File: src/rtl/sdram_cmd_scheduler.sv
// -----------------------------------------------------------------------------
// sdram_cmd_scheduler
//
// Front end of the SDRAM opcode FSM. Arbitrates two host ports (round-robin)
// against a periodic auto-refresh timer. It presents one opcode at a time to
// the FSM and uses the FSM's idle flag to detect completion.
//
// Optional feature macro: SELF_REF_EN
//   defined   -> sleep_req/sleeping ports, SLEEP state and opcode 2 exist
//   undefined -> no self-refresh; priority is ref_pend > hosts
//
// Parameters
//   REF_INTERVAL  cycles between auto-refresh requests (>= 16)
//   ADDR_W        host/SDRAM address width
//
// Ports
//   clk          system clock
//   rst          synchronous, active-high reset
//   fsm_idle     opcode FSM sits in READY
//   opcode[2:0]  to opcode FSM: 0 nop/exit, 2 self-ref, 3 auto-ref,
//                4 rd, 5 rd-burst, 6 wr, 7 wr-burst
//   addr_out     address of the granted host command
//   req[1:0]     host requests, held until ack
//   we[1:0]      per host: 1 write, 0 read
//   burst[1:0]   per host: 1 burst, 0 single
//   addr0/addr1  per-host address
//   ack[1:0]     one-cycle pulse when that host's command completes
//   grant_id     host whose command is in flight
//   ref_overrun  sticky: refresh interval expired with refresh still pending
//   sleep_req    (SELF_REF_EN) request self-refresh entry
//   sleeping     (SELF_REF_EN) SDRAM in self-refresh
// -----------------------------------------------------------------------------
module sdram_cmd_scheduler #(
    parameter int REF_INTERVAL = 780,
    parameter int ADDR_W       = 22
) (
    input  logic              clk,
    input  logic              rst,
    input  logic              fsm_idle,
    output logic [2:0]        opcode,
    output logic [ADDR_W-1:0] addr_out,
    input  logic [1:0]        req,
    input  logic [1:0]        we,
    input  logic [1:0]        burst,
    input  logic [ADDR_W-1:0] addr0,
    input  logic [ADDR_W-1:0] addr1,
    output logic [1:0]        ack,
    output logic              grant_id,
    output logic              ref_overrun
`ifdef SELF_REF_EN
    ,
    input  logic              sleep_req,
    output logic              sleeping
`endif
);

    localparam int CNT_W = $clog2(REF_INTERVAL);

    localparam logic [2:0] OP_NOP   = 3'd0;
    localparam logic [2:0] OP_SREF  = 3'd2;
    localparam logic [2:0] OP_AREF  = 3'd3;

    typedef enum logic [2:0] {
        S_WAIT_INIT,
        S_IDLE,
        S_ISSUE,
        S_BUSY,
        S_SLEEP
    } state_t;

    state_t             r_state_reg;
    state_t             w_state_next;

    logic [CNT_W-1:0]   r_ref_cnt_reg;
    logic               r_ref_pend_reg;
    logic               r_ref_overrun_reg;
    logic               r_rr_ptr_reg;
    logic [2:0]         r_cmd_reg;       // opcode chosen in IDLE, driven in ISSUE
    logic               r_cmd_host_reg;  // chosen command belongs to a host
    logic [ADDR_W-1:0]  r_addr_reg;
    logic               r_grant_reg;
    logic [1:0]         r_ack_reg;

    logic               w_sleep_req;
    logic               w_sel;
    logic [2:0]         w_host_cmd [2];
    logic [ADDR_W-1:0]  w_host_addr [2];
    logic               w_load;
    logic               w_load_host;
    logic [2:0]         w_load_cmd;
    logic [2:0]         w_opcode;
    logic               w_sleeping;
    logic [1:0]         w_ack_next;
    logic               w_timer_run;
    logic               w_ref_wrap;
    logic               w_ref_issue;

`ifdef SELF_REF_EN
    assign w_sleep_req = sleep_req;
    assign sleeping    = w_sleeping;
`else
    assign w_sleep_req = 1'b0;
`endif

    // Per-host opcode {1, we, burst} and address.
    generate
        for (genvar gi = 0; gi < 2; gi++) begin : g_host
            assign w_host_cmd[gi]  = {1'b1, we[gi], burst[gi]};
            assign w_host_addr[gi] = (gi == 0) ? addr0 : addr1;
        end
    endgenerate

    // Round-robin: the pointed-at host wins if requesting, otherwise the other.
    assign w_sel = req[r_rr_ptr_reg] ? r_rr_ptr_reg : ~r_rr_ptr_reg;

    // Refresh timer is frozen while the SDRAM refreshes itself.
    assign w_timer_run = (r_state_reg != S_SLEEP);
    assign w_ref_wrap  = w_timer_run && (r_ref_cnt_reg == CNT_W'(REF_INTERVAL - 1));
    assign w_ref_issue = (r_state_reg == S_ISSUE) && (r_cmd_reg == OP_AREF);

    always_comb begin
        w_state_next = r_state_reg;
        w_opcode     = OP_NOP;
        w_sleeping   = 1'b0;
        w_load       = 1'b0;
        w_load_host  = 1'b0;
        w_load_cmd   = OP_NOP;
        w_ack_next   = 2'b00;
        case (r_state_reg)
            S_WAIT_INIT: begin
                if (fsm_idle) w_state_next = S_IDLE;
            end
            S_IDLE: begin
                if (r_ref_pend_reg) begin
                    w_load       = 1'b1;
                    w_load_cmd   = OP_AREF;
                    w_state_next = S_ISSUE;
`ifdef SELF_REF_EN
                end else if (w_sleep_req) begin
                    w_load       = 1'b1;
                    w_load_cmd   = OP_SREF;
                    w_state_next = S_ISSUE;
`endif
                end else if (|req) begin
                    w_load       = 1'b1;
                    w_load_host  = 1'b1;
                    w_load_cmd   = w_host_cmd[w_sel];
                    w_state_next = S_ISSUE;
                end
            end
            S_ISSUE: begin
                w_opcode     = r_cmd_reg;
                w_state_next = (r_cmd_reg == OP_SREF) ? S_SLEEP : S_BUSY;
            end
            S_BUSY: begin
                if (fsm_idle) begin
                    w_state_next = S_IDLE;
                    if (r_cmd_host_reg) w_ack_next[r_grant_reg] = 1'b1;
                end
            end
            S_SLEEP: begin
                if (w_sleep_req) begin
                    w_opcode   = OP_SREF;
                    w_sleeping = 1'b1;
                end else begin
                    // Opcode 0 for one cycle is the self-refresh exit command.
                    w_state_next = S_BUSY;
                end
            end
            default: w_state_next = S_WAIT_INIT;
        endcase
    end

    always_ff @(posedge clk) begin
        if (rst) begin
            r_state_reg       <= S_WAIT_INIT;
            r_ref_cnt_reg     <= '0;
            r_ref_pend_reg    <= 1'b0;
            r_ref_overrun_reg <= 1'b0;
            r_rr_ptr_reg      <= 1'b0;
            r_cmd_reg         <= OP_NOP;
            r_cmd_host_reg    <= 1'b0;
            r_addr_reg        <= '0;
            r_grant_reg       <= 1'b0;
            r_ack_reg         <= 2'b00;
        end else begin
            r_state_reg <= w_state_next;
            r_ack_reg   <= w_ack_next;

            if (w_load) begin
                r_cmd_reg      <= w_load_cmd;
                r_cmd_host_reg <= w_load_host;
                // Host address/grant are captured so they are valid during ISSUE
                // and stay put through refresh or self-refresh commands.
                if (w_load_host) begin
                    r_addr_reg   <= w_host_addr[w_sel];
                    r_grant_reg  <= w_sel;
                    r_rr_ptr_reg <= ~w_sel;
                end
            end

            if (w_timer_run) begin
                if (w_ref_wrap) r_ref_cnt_reg <= '0;
                else            r_ref_cnt_reg <= r_ref_cnt_reg + CNT_W'(1);
            end

            // A wrap in the same cycle as the refresh issue re-arms ref_pend
            // without counting as an overrun.
            if (w_ref_wrap) begin
                r_ref_pend_reg <= 1'b1;
                if (r_ref_pend_reg && !w_ref_issue) r_ref_overrun_reg <= 1'b1;
            end else if (w_ref_issue) begin
                r_ref_pend_reg <= 1'b0;
            end
        end
    end

    assign opcode      = w_opcode;
    assign addr_out    = r_addr_reg;
    assign grant_id    = r_grant_reg;
    assign ack         = r_ack_reg;
    assign ref_overrun = r_ref_overrun_reg;

endmodule

File: config.mk
export PLATFORM = sky130hd
export DESIGN_NAME = sdram_cmd_scheduler
export DESIGN_NICKNAME = d
export VERILOG_FILES = /design/src/rtl/sdram_cmd_scheduler.sv
export SDC_FILE = /design/constraint.sdc
export NUM_CORES = 1
export LEC_CHECK = 0
export ABC_CLOCK_PERIOD_IN_PS = 1500
export CAP_MARGIN = 20
export CORE_ASPECT_RATIO = 1.1
export CORE_MARGIN = 1.5
export CORE_UTILIZATION = 30
export DETAILED_ROUTE_END_ITERATION = 12
export HOLD_SLACK_MARGIN = 0.15
export PLACE_DENSITY_LB_ADDON = 0.12
export SLEW_MARGIN = 40
export SYNTH_ARGS = -nofsm -noshare
export SYNTH_HDL_FRONTEND = slang
export SYNTH_SLANG_ARGS = --single-unit
File: constraint.sdc
create_clock -name clk -period 1.5 [get_ports clk]
set_input_delay 0.3 -clock clk [delete_from_list [all_inputs] [get_ports clk]]
set_output_delay 0.3 -clock clk [all_outputs]
set_load 0.03 [all_outputs]
Yosys cells after proc, flatten, opt, wreduce, memory -nomap -nowiden
Index checks and enable logic that the tools add are counted.
{"block": "word_totals", "regBits": 45, "wordCells": 72}
{"block": "classes", "add_sub_neg": 1, "n_lt_le_gt_ge": 4, "eq_ne": 10, "mux": 28, "n_bitwise": 6, "reduce_logical": 13}
{"operator": "22-bit two-way mux", "n": 3}
{"operator": "3-bit two-way mux", "n": 10}
{"operator": "3-bit by 2-bit equality test with 1-bit output, second input constant", "n": 4}
{"operator": "3-bit one-hot mux with 4 select lines", "n": 1}
{"operator": "1-bit two-way mux", "n": 11}
{"operator": "10-bit by 1-bit adder with 10-bit output, second input constant", "n": 1}
{"operator": "10-bit equality test, second input constant", "n": 1}
{"operator": "10-bit two-way mux", "n": 1}
{"operator": "3-bit inequality test, second input constant", "n": 2}
{"operator": "2-bit AND reduction", "n": 3}
{"operator": "1-bit NOT", "n": 5}
{"operator": "1-bit logical AND", "n": 4}
{"operator": "1-bit by 2-bit < comparator with 1-bit output, second input constant", "n": 2}
{"operator": "2-bit OR reduction", "n": 2}
{"operator": "4-bit OR reduction", "n": 1}
{"operator": "3-bit by 1-bit equality test with 1-bit output, second input constant", "n": 1}
{"operator": "3-bit equality test, second input constant", "n": 1}
{"operator": "3-bit zero test", "n": 1}
{"operator": "2-bit >= comparator, second input constant", "n": 1}
{"operator": "2-bit two-way mux", "n": 1}
{"operator": "2-bit by 1-bit inequality test with 1-bit output, second input constant", "n": 1}
{"operator": "1-bit NOT with 2-bit output", "n": 1}
{"operator": "2-bit nonzero test", "n": 1}
{"operator": "1-bit demux with 1-bit select", "n": 1}
{"operator": "2 further kinds", "n": 2}

Longest topological paths before layout
Gate-level depths: netlist of the first run.
{"block": "logic_depth", "ltp_word": 10, "ltp_mapped": 6, "ltp_nobuf": 5}

Least setup slack after synthesis of the first run
Ideal clock, no wire load.
{"block": "synth_timing", "path_kind": "flip-flop to flip-flop", "from": "register r_state_reg[0]", "to": "register r_grant_reg (netlist: grant_id)", "arrival_time_ns": 1.604, "t_required_ns": 1.433, "slack_ns": -0.170, "path_stages_with_launch": 7, "n_path_buf": 2, "synth_period_minus_slack_ns": 1.670, "path_cell_list": "dfxtp_1 buf_6 or3b_4 nor3_4 buf_6 mux2_1 nor2_1"}
{"block": "synth_via", "elab_chain_cells": 3, "elab_cells_between_ends": 4}
{"item": "start: declaration", "line_no": "71", "source": "state_t r_state_reg;"}
{"item": "start signal: assignment", "line_no": "187", "source": "r_state_reg <= w_state_next;"}
{"item": "3-bit by 1-bit equality test with 1-bit output *", "line_no": "129", "source": "case (r_state_reg)"}
{"item": "1-bit two-way mux", "line_no": "129"}
{"item": "2-bit AND reduction (no source line) *"}
{"item": "end signal: assignment", "line_no": "197", "source": "r_grant_reg <= w_sel;"}
{"item": "end: declaration", "line_no": "81", "source": "logic r_grant_reg;"}
Mark *: on every way between the ends. The rest lies on a longest branch, timed or not.
A chain may end at the register's enable or synchronous reset.

Worst setup path after layout of the first run
{"block": "layout_timing", "from": "register r_state_reg[0]", "to": "output opcode[0]"}
{"block": "layout_via", "elab_chain_cells": 2}
{"item": "3-bit by 2-bit equality test with 1-bit output", "line_no": "129"}
{"item": "3-bit two-way mux"}
{"item": "end: declaration", "line_no": "40", "source": "output logic [2:0] opcode,"}
Every way passes these cells.

==> results by group, run 1 <==
Drt
  – DR pass1 iterations: 4
  – Total wire length: 6.01 mm
  – Detailed Route Iter0 Violations: 36
  – Post-detailed-route wirelength per cell: 14.2 um
  – Final ANT Viol Nets: 0
  – Vias: 1968
  – Remaining DRCs: 0
  – Via density: 4.65

Power and ir drop
  – Psw: 1050 uW
  – Register share of total power: 38.4%
  – Comb power frac: 33.5%
  – Sw frac: 30.2%
  – Worst vdd ir: 0.000432 V
  – Internal Power: 2430 uW
  – Tot Pwr: 3480 uW
  – Pwr Density: 925 nW/um2
  – Clk pwr share: 28.1%
  – Leakage: 0.00152 uW

Setup path
  – CP max FO: 4
  – CP required: 1200 ps
  – CP max-delay cell: dfxtp_2
  – CP cell instances: buf_6 -> nor3b_4 -> and2_4 -> buf_6
  – Arr. time, crit path: 1310 ps
  – Crit path top cell by count: buf_6
  – CP endpoint: opcode[0]
  – FF-to-FF path depth: 6
  – Reg-to-reg endpoint: grant_id$_SDFFE_PP0P_
  – Setup slack, reg-to-reg: -80 ps
  – Crit start category: flop
  – Reg-to-reg startpoint: r_state_reg[1]$_SDFFE_PP0P_
  – CP Capture Type: output port
  – Max incr delay on CP: 330 ps
  – Worst setup startpoint: r_state_reg[0]$_SDFFE_PP0P_
  – Critical path class: reg2out

GRT
  – Grt total ovfl: 0
  – Vias in the first global route: 1931
  – Gr usage total: 15.2%
  – Global-route wire length before repair: 9.29 mm
  – Initial antenna violation count: 0
  – Largest net degree at the start of global routing: 22

Placement
  – IO Port Bufs: 81
  – Placer Congestion: 0.717
  – HPWL after detailed placement: 4.02 mm

Timing
  – Final worst-path setup slack: -105 ps
  – Slew Viols, Final: 0
  – Max_slew headroom: 72.5%
  – Tightest Pin Transition: 407 ps
  – Fin crit share: 107%
  – Final Hold Viols: 0
  – Endpoints failing setup: 6
  – RSZ-0062 raised after global routing: true
  – Skew final: 7.75 ps
  – Max Clock Freq: 623 MHz
  – Tmin final: 1610 ps

Logic synthesis
  – Async S/R FF share, synth: 0%
  – EDFF count, synth: 0
  – Syn Inst Count: 216
  – Synth Area in Compound Gates: 16.2%
  – Synth top area cells: dfxtp_1 (41%), mux2i_1 (12%), a211oi_2 (10%)
  – Mux contribution to synthesized area: 13.8%
  – Seq/Total Area, Yosys: 41.4%
  – Most frequent cells after synthesis: dfxtp_1 (44), nor2_1 (44), mux2i_1 (26), a211oi_2 (17), a211oi_1 (7)
  – Seq cells post-synth: 44
  – Yosys warnings: 0
  – Largest family of logic cells by synthesized area: simple AND/OR/NAND/NOR gates
  – Mapped Area: 2130 um2
  – Distinct cells, synth: 36
  – Share of the synthesized area in the top cell type: 41.4%
  – Syn Area/Cell: 9.85 um2
  – Synth Area in Simple Gates: 18.8%
  – Adder-cell area share of the yosys netlist: 0.588%
  – Synth area leader: dfxtp_1
  – Syn_nets: 270
  – Post-Synth XOR/XNOR Area: 3.29%
  – Synth Flop Type: dfxtp_1

Die
  – Core Area: 6930 um2
  – Die Ht: 91.3 um
  – Die area: 7600 um2
  – Initial core utilization: 30.7%
  – Rows: 32
  – IO Pins: 82
  – Die width: 83.3 um

Clock tree
  – Clock Latency Late Sink: 300 ps
  – CTS Hold Bufs: 0
  – CTS tree: yes
  – Clk sinks: 44
  – CTS clock-pin slew for the worst setup and hold paths: 90 ps
  – CTS Buf Count: 5
  – Max clock buf depth: 2
  – H-Tree Level Count: 2
  – CTS root buf: clkbuf_8

Run status
  – Outcome: finished with violations
  – Failing checks: negative setup slack

Finish
  – Final nets: 391
  – Max reg flops: 22
  – Diodes inserted: 0
  – Final core utilization: 54.2%
  – Layout cells sized above 1: 36.4%
  – Layout area overhead: 76.6%

Flow run
  – Max-Cap Viols: 0

Hold path
  – Min-delay worst type: in2reg
-- worst max-delay path, delay by kind of cell, from the launching register on --
family        cells  cell delay, ps
flops             1             330
buf+inv           2             240
simple gates      2             430
-- power by group through the flow --
stage | Sequential [uW] | Clock, uW | Combinational [uW]
detailed placement | 1350 | 0 | 954
CTS | 1330 | 1020 | 1000
global route | 1350 | 1070 | 1240
floorplan | 1490 | 0 | 428
finish | 1330 | 975 | 1170
global placement | 1360 | 0 | 943
-- what timing repair did --
| item | CTS | global route |
|---|---|---|
| hold endpoints to repair | 0 | 0 |
| endpoints found under the setup margin | 60 | 32 |
| buffers inserted | 6 | 8 |
| gates resized for setup | 45 | 46 |
| pin swaps | 3 | 20 |
| gates cloned | 2 | 5 |
-- logic make-up (layout without fill, tap and decap cells) --
group,count (synthesis),after routing
AND/OR/NAND/NOR,79,79
AO/OA/AOI/OAI,37,37
XOR/XNOR,8,8
adder cells (fa/ha/maj),1,1
multiplexers,28,28
flip-flops,44,44
buffers and inverters,19,141
-- through the flow --
step           setup WS (ps)  std cells  setup TNS [ps]  hold slack, ps  area, um2
2_1_floorplan          -93.7        216            -523             460       2150
3_3_place_gp            -280        395           -6300             438       3180
3_5_place_dp            -330        395           -7480             434       3180
4_1_cts                 -114        411            -615             380       3430
5_1_grt                 -170        423           -1410             403       3760
6_report                -105        423            -465             382       3760
-- worst min-delay path by stage --
stage                              start                          end  slack [ps]  cells after the start
2_1_floorplan  r_cmd_reg[0]$_SDFFE_PP0P_  r_state_reg[2]$_SDFFE_PP0P_         460                      1
3_3_place_gp       grant_id$_SDFFE_PP0P_            ack[0]$_SDFF_PP0_         440                      1
3_5_place_dp       grant_id$_SDFFE_PP0P_            ack[0]$_SDFF_PP0_         430                      1
4_1_cts                              rst            ack[1]$_SDFF_PP0_         380                      4
5_1_grt                              rst            ack[1]$_SDFF_PP0_         400                      4
6_report                             rst            ack[1]$_SDFF_PP0_         380                      4
-- cell type report --
type | count | area (um2)
clock inverters | 2 | 38.8
multi-input cells | 153 | 1320
inverters | 5 | 18.8
repair buffers | 128 | 1310
clock buffers | 6 | 82.6
flip-flops and latches | 44 | 885
fillers | 637 | 3170
well taps | 85 | 106
-- routing by layer --
metal / vias to the layer above / wire length [um] / GRT usage [%]
li1: 1009 / - / -
met1: 908 / 2670 / 18.4
met2: 45 / 3000 / 26.2
met3: 6 / 273 / 4.09
met4: 0 / 68 / 4.58
met5: - / 0 / 0
-- cell usage in the layout, fill, tap and decap left out, types with 4 or more instances in the layout --
cell type,synthesis,final
nand4_1,4,4
nand2_1,6,5
a211oi_2,17,24
dlygate4sd2_1,0,26
mux2i_2,0,9
clkbuf_8,0,6
a21oi_1,5,5
nor3_1,5,5
mux2i_4,1,5
buf_6,6,16
buf_4,1,25
clkbuf_16,0,4
xnor2_1,6,6
inv_1,5,4
nor2_2,0,8
dfxtp_1,44,41
mux2i_1,26,13
nor2_1,44,35
clkdlybuf4s50_1,0,50
Note: power is estimated with default switching activity, not from simulation.
==> inputs of run 2 (changes only) <==
- CTS_CLUSTER_SIZE: default -> 40
- TNS_END_PERCENT: default -> 1
==> run 2 against run 1 <==
Against the previous run: the run still ends with negative setup slack left; first-iteration DRC count increased by 33%; flip-flop and latch count unchanged; non-clock buffer count decreased by 23; largest cell class unchanged.
==> results by group, run 2 (same netlist as run 1, synthesis figures left out) <==
Drt
  – Detailed Route Iter0 Violations: 48 (was 36)
  – WL met2: 2.38 mm (was 3.00 mm)
  – Total wire length: 5.05 mm (was 6.01 mm)
  – Routed met1 length: 2.22 mm (was 2.67 mm)
  – WL met3: 390 um (was 273 um)
  – Vias: 1891 (was 1968)
  – Via density: 4.73 (was 4.65)
  – Remaining DRCs: 0 (unchanged)
  – Final ANT Viol Nets: 0 (unchanged)
  – Post-detailed-route wirelength per cell: 12.6 um (was 14.2 um)
  – Top Metal Used: met4 (unchanged)
  – DR pass1 iterations: 4 (unchanged)

Clock tree
  – CTS Hold Bufs: 0 (unchanged)
  – Clk sinks: 44 (unchanged)
  – CTS tree: yes (unchanged)
  – CTS root buf: clkbuf_8 (unchanged)
  – Max clock buf depth: 2 (unchanged)
  – H-Tree Level Count: 2 (unchanged)
  – CTS clock-pin slew for the worst setup and hold paths: 80 ps (was 90 ps)
  – Clock Latency Late Sink: 300 ps (about the same)
  – CTS Buf Count: 5 (unchanged)

GRT
  – Gr usage total: 13.6% (was 15.2%)
  – Grt total ovfl: 0 (unchanged)
  – Global-route wire length before repair: 8.47 mm (was 9.29 mm)
  – Largest net degree at the start of global routing: 23 (was 22)
  – Initial antenna violation count: 0 (unchanged)
  – Vias in the first global route: 1873 (was 1931)

Finish
  – Commonest non-fill, non-tap cell in the layout: clkdlybuf4s50_1 (unchanged)
  – Layout cells sized above 1: 22.5% (was 36.4%)
  – Commonest non-fill, non-tap cells in the layout: clkdlybuf4s50_1 (51), nor2_1 (42), dfxtp_1 (41) (was clkdlybuf4s50_1 (50), dfxtp_1 (41), nor2_1 (35))
  – Layout area overhead: 55.4% (was 76.6%)
  – Post-route cell area: 3310 um2 (was 3760 um2)
  – Final nets: 368 (was 391)
  – Diodes inserted: 0 (unchanged)
  – Max reg flops: 22 (unchanged)
  – Fillers: 723 (was 637)

Setup path
  – Worst path bufs/invs: 2 (unchanged)
  – CP cell instances: or3b_4 -> nor3_4 -> buf_6 -> buf_6 -> mux2_4 -> nor2_2 (was buf_6 -> nor3b_4 -> and2_4 -> buf_6)
  – Max incr delay on CP: 410 ps (was 330 ps)
  – CP max FO: 5 (was 4)
  – Crit path depth: 6 (was 4)
  – FF-to-FF path depth: 6 (unchanged)
  – Crit path top cell by count: buf_6 (unchanged)
  – CP max-delay cell: or3b_4 (was dfxtp_2)
  – Cell family with the largest share of critical-path delay: simple AND/OR/NAND/NOR gates (unchanged)
  – CP required: 1740 ps (was 1200 ps)
  – Setup slack, reg-to-reg: -150 ps (was -80 ps)
  – Critical path class: reg2reg (was reg2out)
  – CP Capture Type: flop (was output port)
  – Crit start category: flop (unchanged)
  – Arr. time, crit path: 1890 ps (was 1310 ps)

Timing
  – Skew final: 7.66 ps (was 7.75 ps)
  – Tmin final: 1650 ps (was 1610 ps)
  – Tightest Pin Transition: 333 ps (was 407 ps)
  – Fin Hold WS: 377 ps (was 382 ps)
  – RSZ-0062 raised after global routing: true (unchanged)
  – Final worst-path setup slack: -147 ps (was -105 ps)
  – Max_slew headroom: 77.5% (was 72.5%)
  – Slew Viols, Final: 0 (unchanged)
  – Sum Neg Setup Slack: -2760 ps (was -465 ps)
  – Endpoints failing setup: 29 (was 6)
  – Final Hold Viols: 0 (unchanged)
  – Max Clock Freq: 607 MHz (was 623 MHz)
  – Fin crit share: 110% (was 107%)

Hold path
  – Hold Path Depth: 4 (unchanged)
  – Min-delay worst type: in2reg (unchanged)

Power and ir drop
  – Worst vdd ir: 0.000373 V (was 0.000432 V)
  – Leakage: 0.00136 uW (was 0.00152 uW)
  – Pwr Density: 916 nW/um2 (was 925 nW/um2)

Placement
  – Placer Congestion: 0.770 (was 0.717)
  – HPWL after detailed placement: 3.72 mm (was 4.02 mm)
  – Placed Area: 3110 um2 (was 3180 um2)
  – IO Port Bufs: 81 (unchanged)

Run status
  – Failing checks: negative setup slack (unchanged)
  – Outcome: finished with violations (unchanged)

Die
  – Core Area: 6930 um2 (unchanged)
  – Die width: 83.3 um (unchanged)
  – Die area: 7600 um2 (unchanged)
  – Initial core utilization: 30.7% (unchanged)
  – IO Pins: 82 (unchanged)
  – Rows: 32 (unchanged)
  – Die Ht: 91.3 um (unchanged)

Flow run
  – Max-Cap Viols: 0 (unchanged)
[run 2: repair_timing]
action / in CTS / in global routing
resized for setup: 38 / 12
cloned: 0 / 1
setup endpoints to repair: 60 / 39
pin swaps: 0 / 4
buffers inserted: 0 / 3
[run 2: where the power goes]
group	internal, uW	switching (uW)
combinational	461	465
sequential	1270	62.9
clock	368	406
total	2090	934
[run 2: area by class of cell]
type / instances / area, um2 / share of cell area (%)
clock inverter: 2 / 10.0 / 0.303
multi-input combinational: 153 / 1170 / 35.5
inverter: 5 / 18.8 / 0.568
sequential: 44 / 885 / 26.8
tap: 85 / 106 / 3.22
timing repair buffer: 105 / 1030 / 31.2
clock buffer: 6 / 82.6 / 2.50
[run 2: worst paths after layout]
path                                     from                    end
setup reg to reg  r_state_reg[0]$_SDFFE_PP0P_  grant_id$_SDFFE_PP0P_
hold / removal                            rst      ack[1]$_SDFF_PP0_
setup / recovery  r_state_reg[0]$_SDFFE_PP0P_  grant_id$_SDFFE_PP0P_
hold reg to reg         grant_id$_SDFFE_PP0P_      ack[0]$_SDFF_PP0_
[run 2: layer usage]
layer	up-vias	track usage (%)
met5	-	0
met4	0	5.42
met3	6	5.09
met2	55	23.4
met1	869	15.2
li1	961	-
[run 2: metrics by stage]
stage	power (uW)	setup slack, ps	cells	utilization [%]
6_report	3030	-147	400	47.7
5_1_grt	3210	-215	400	47.7
4_1_cts	3020	-131	396	46.3
3_5_place_dp	2270	-360	388	44.9
3_3_place_gp	2260	-280	388	44.9
2_1_floorplan	1900	-93.7	216	-
[run 2: worst register-to-register path, cell delays in order, from the launching register on]
cell and delay (ps):
dfxtp_2 360, or3b_4 410, nor3_4 220, buf_6 130, buf_6 110, mux2_4 300, nor2_2 70
==> inputs of run 3 (changes only) <==
- DONT_BUFFER_PORTS: default -> 1
- GPL_TIMING_DRIVEN: default -> 0
==> run 3 against run 2 <==
Against the previous run: the flow still finishes with violations (negative setup slack); utilization shrank 12 points; cell count shrank 20%; register-to-register slack gained 20 ps; critical endpoint unchanged; largest cell class unchanged; highest routed layer unchanged.
==> results by group, run 3 (same netlist as run 1, synthesis figures left out) <==
Finish
  – Non-Filler Instances: 320 (was 400)
  – Layout cells sized above 1: 26.8% (was 22.5%)
  – Diodes inserted: 0 (unchanged)
  – Commonest non-fill, non-tap cells in the layout: nor2_1 (43), dfxtp_1 (41), mux2i_1 (26) (was clkdlybuf4s50_1 (51), nor2_1 (42), dfxtp_1 (41))
  – Final nets: 288 (was 368)
  – Layout area overhead: 16.8% (was 55.4%)
  – Max reg flops: 22 (unchanged)
  – Commonest non-fill, non-tap cell in the layout: nor2_1 (was clkdlybuf4s50_1)

Setup path
  – CP max-delay cell: or3b_4 (unchanged)
  – CP max FO: 8 (was 5)
  – Crit path top cell by count: buf_6 (unchanged)
  – Max incr delay on CP: 410 ps (about the same)
  – CP required: 1730 ps (was 1740 ps)
  – CP cell instances: buf_6 -> or3b_4 -> nor3_4 -> buf_6 -> mux2_4 -> nor2_1 (was or3b_4 -> nor3_4 -> buf_6 -> buf_6 -> mux2_4 -> nor2_2)
  – Critical path class: reg2reg (unchanged)
  – Cell family with the largest share of critical-path delay: simple AND/OR/NAND/NOR gates (unchanged)
  – Arr. time, crit path: 1860 ps (was 1890 ps)
  – Crit start category: flop (unchanged)
  – Worst path bufs/invs: 2 (unchanged)
  – CP Capture Type: flop (unchanged)

Power and ir drop
  – Sw frac: 32.0% (was 30.8%)
  – Leakage: 0.000913 uW (was 0.00136 uW)
  – Comb power frac: 20.0% (was 30.6%)
  – Psw: 903 uW (was 934 uW)
  – Tot Pwr: 2820 uW (was 3030 uW)
  – Worst vdd ir: 0.000431 V (was 0.000373 V)
  – Internal Power: 1910 uW (was 2090 uW)
  – Register share of total power: 52.6% (was 43.9%)
  – Clk pwr share: 27.4% (was 25.5%)
  – Pwr Density: 1130 nW/um2 (was 916 nW/um2)

Die
  – Core Area: 6930 um2 (unchanged)
  – IO Pins: 82 (unchanged)
  – Die area: 7600 um2 (unchanged)
  – Rows: 32 (unchanged)
  – Initial core utilization: 30.7% (unchanged)
  – Die Ht: 91.3 um (unchanged)
  – Die width: 83.3 um (unchanged)

Timing
  – Final worst-path setup slack: -132 ps (was -147 ps)
  – Tmin final: 1630 ps (was 1650 ps)
  – Sum Neg Setup Slack: -2810 ps (was -2760 ps)
  – Fin crit share: 109% (was 110%)
  – Final Hold Viols: 0 (unchanged)
  – RSZ-0062 raised after global routing: true (unchanged)
  – Fin Hold WS: 217 ps (was 377 ps)
  – Slew Viols, Final: 0 (unchanged)
  – Endpoints failing setup: 37 (was 29)
  – Max Clock Freq: 613 MHz (was 607 MHz)
  – Max_slew headroom: 53.0% (was 77.5%)
  – Tightest Pin Transition: 705 ps (was 333 ps)
  – Skew final: 5.13 ps (was 7.66 ps)

Placement
  – Placer Congestion: 0.680 (was 0.770)
  – Dpl cells: 301 (was 388)
  – IO Port Bufs: 0 (was 81)
  – HPWL after detailed placement: 3.48 mm (was 3.72 mm)

GRT
  – Grt total ovfl: 0 (unchanged)
  – Largest net degree at the start of global routing: 13 (was 23)
  – Global-route wire length before repair: 7.71 mm (was 8.47 mm)
  – Gr usage total: 12.9% (was 13.6%)
  – Initial antenna violation count: 0 (unchanged)
  – Vias in the first global route: 1505 (was 1873)

Drt
  – Remaining DRCs: 0 (unchanged)
  – Vias: 1597 (was 1891)
  – Via density: 4.99 (was 4.73)
  – Post-detailed-route wirelength per cell: 15.4 um (was 12.6 um)
  – Total wire length: 4.94 mm (was 5.05 mm)
  – Detailed Route Iter0 Violations: 25 (was 48)
  – Final ANT Viol Nets: 0 (unchanged)
  – DR pass1 iterations: 4 (unchanged)

Clock tree
  – CTS tree: yes (unchanged)
  – Max clock buf depth: 2 (unchanged)
  – CTS Hold Bufs: 0 (unchanged)
  – H-Tree Level Count: 2 (unchanged)
  – Clock Latency Late Sink: 290 ps (was 300 ps)
  – CTS clock-pin slew for the worst setup and hold paths: 80 ps (about the same)
  – Clk sinks: 44 (unchanged)
  – CTS Buf Count: 5 (unchanged)
  – CTS root buf: clkbuf_8 (unchanged)

Flow run
  – Max-Cap Viols: 0 (unchanged)

Hold path
  – Min-delay worst type: in2reg (unchanged)

Run status
  – Failing checks: negative setup slack (unchanged)
  – Outcome: finished with violations (unchanged)
run 3: power groups by stage:
stage	logic [uW]	clock network, uW	registers (uW)
floorplan	416	0	1490
global placement	486	0	1510
detailed placement	492	0	1510
global route	623	856	1490
CTS	517	814	1480
finish	563	773	1480
run 3: final cells by class:
cell class	instances	area [um2]
buffer	14	125
clock buffer	8	90.1
fill	738	4440
inverter	5	21.3
multi-input combinational	153	1170
sequential	44	885
tap	85	106
timing repair buffer	11	87.6
run 3: metal layers:
metal,GRT usage (%),vias to the layer above,share of wire (%)
met2,21.5,53,48
met3,4.55,7,6.6
li1,-,803,-
met5,0,-,0
met4,4.58,0,1.4
met1,15.5,734,44
run 3: tightest hold or removal path: cells and delay by family:
| family | cells | cell delay, ps |
|---|---|---|
| AO/OA/AOI/OAI | 1 | 60 |
| multiplexers | 1 | 40 |
| AND/OR/NAND/NOR | 1 | 60 |
run 3: what timing repair did:
item,in CTS,in global routing
gates cloned,0,1
endpoints found under the hold margin,0,0
gates resized for setup,11,13
buffers inserted,2,8
endpoints found under the setup margin,42,42
pin swaps,8,16
run 3: through the flow:
step                area (um2)  worst slack [ps]  utilization, %
finish                    2480              -132            35.9
floorplan                 2130             -93.7               -
CTS                       2370              -206            34.2
global route              2480              -218            35.9
detailed placement        2240              -286            32.3
global placement          2240              -272            32.3
run 3: path summary, 6_finish.rpt:
| check | from | cells past startpoint | endpoint | slack (ps) |
|---|---|---|---|---|
| worst max-delay path | r_state_reg[0]$_SDFFE_PP0P_ | 6 | grant_id$_SDFFE_PP0P_ | -130 |
| worst min-delay path | fsm_idle | 3 | r_state_reg[1]$_SDFFE_PP0P_ | 220 |
| worst max register to register | r_state_reg[0]$_SDFFE_PP0P_ | 6 | grant_id$_SDFFE_PP0P_ | -130 |
| worst min register to register | r_ref_cnt_reg[1]$_SDFFE_PP0P_ | 2 | r_ref_cnt_reg[1]$_SDFFE_PP0P_ | 510 |
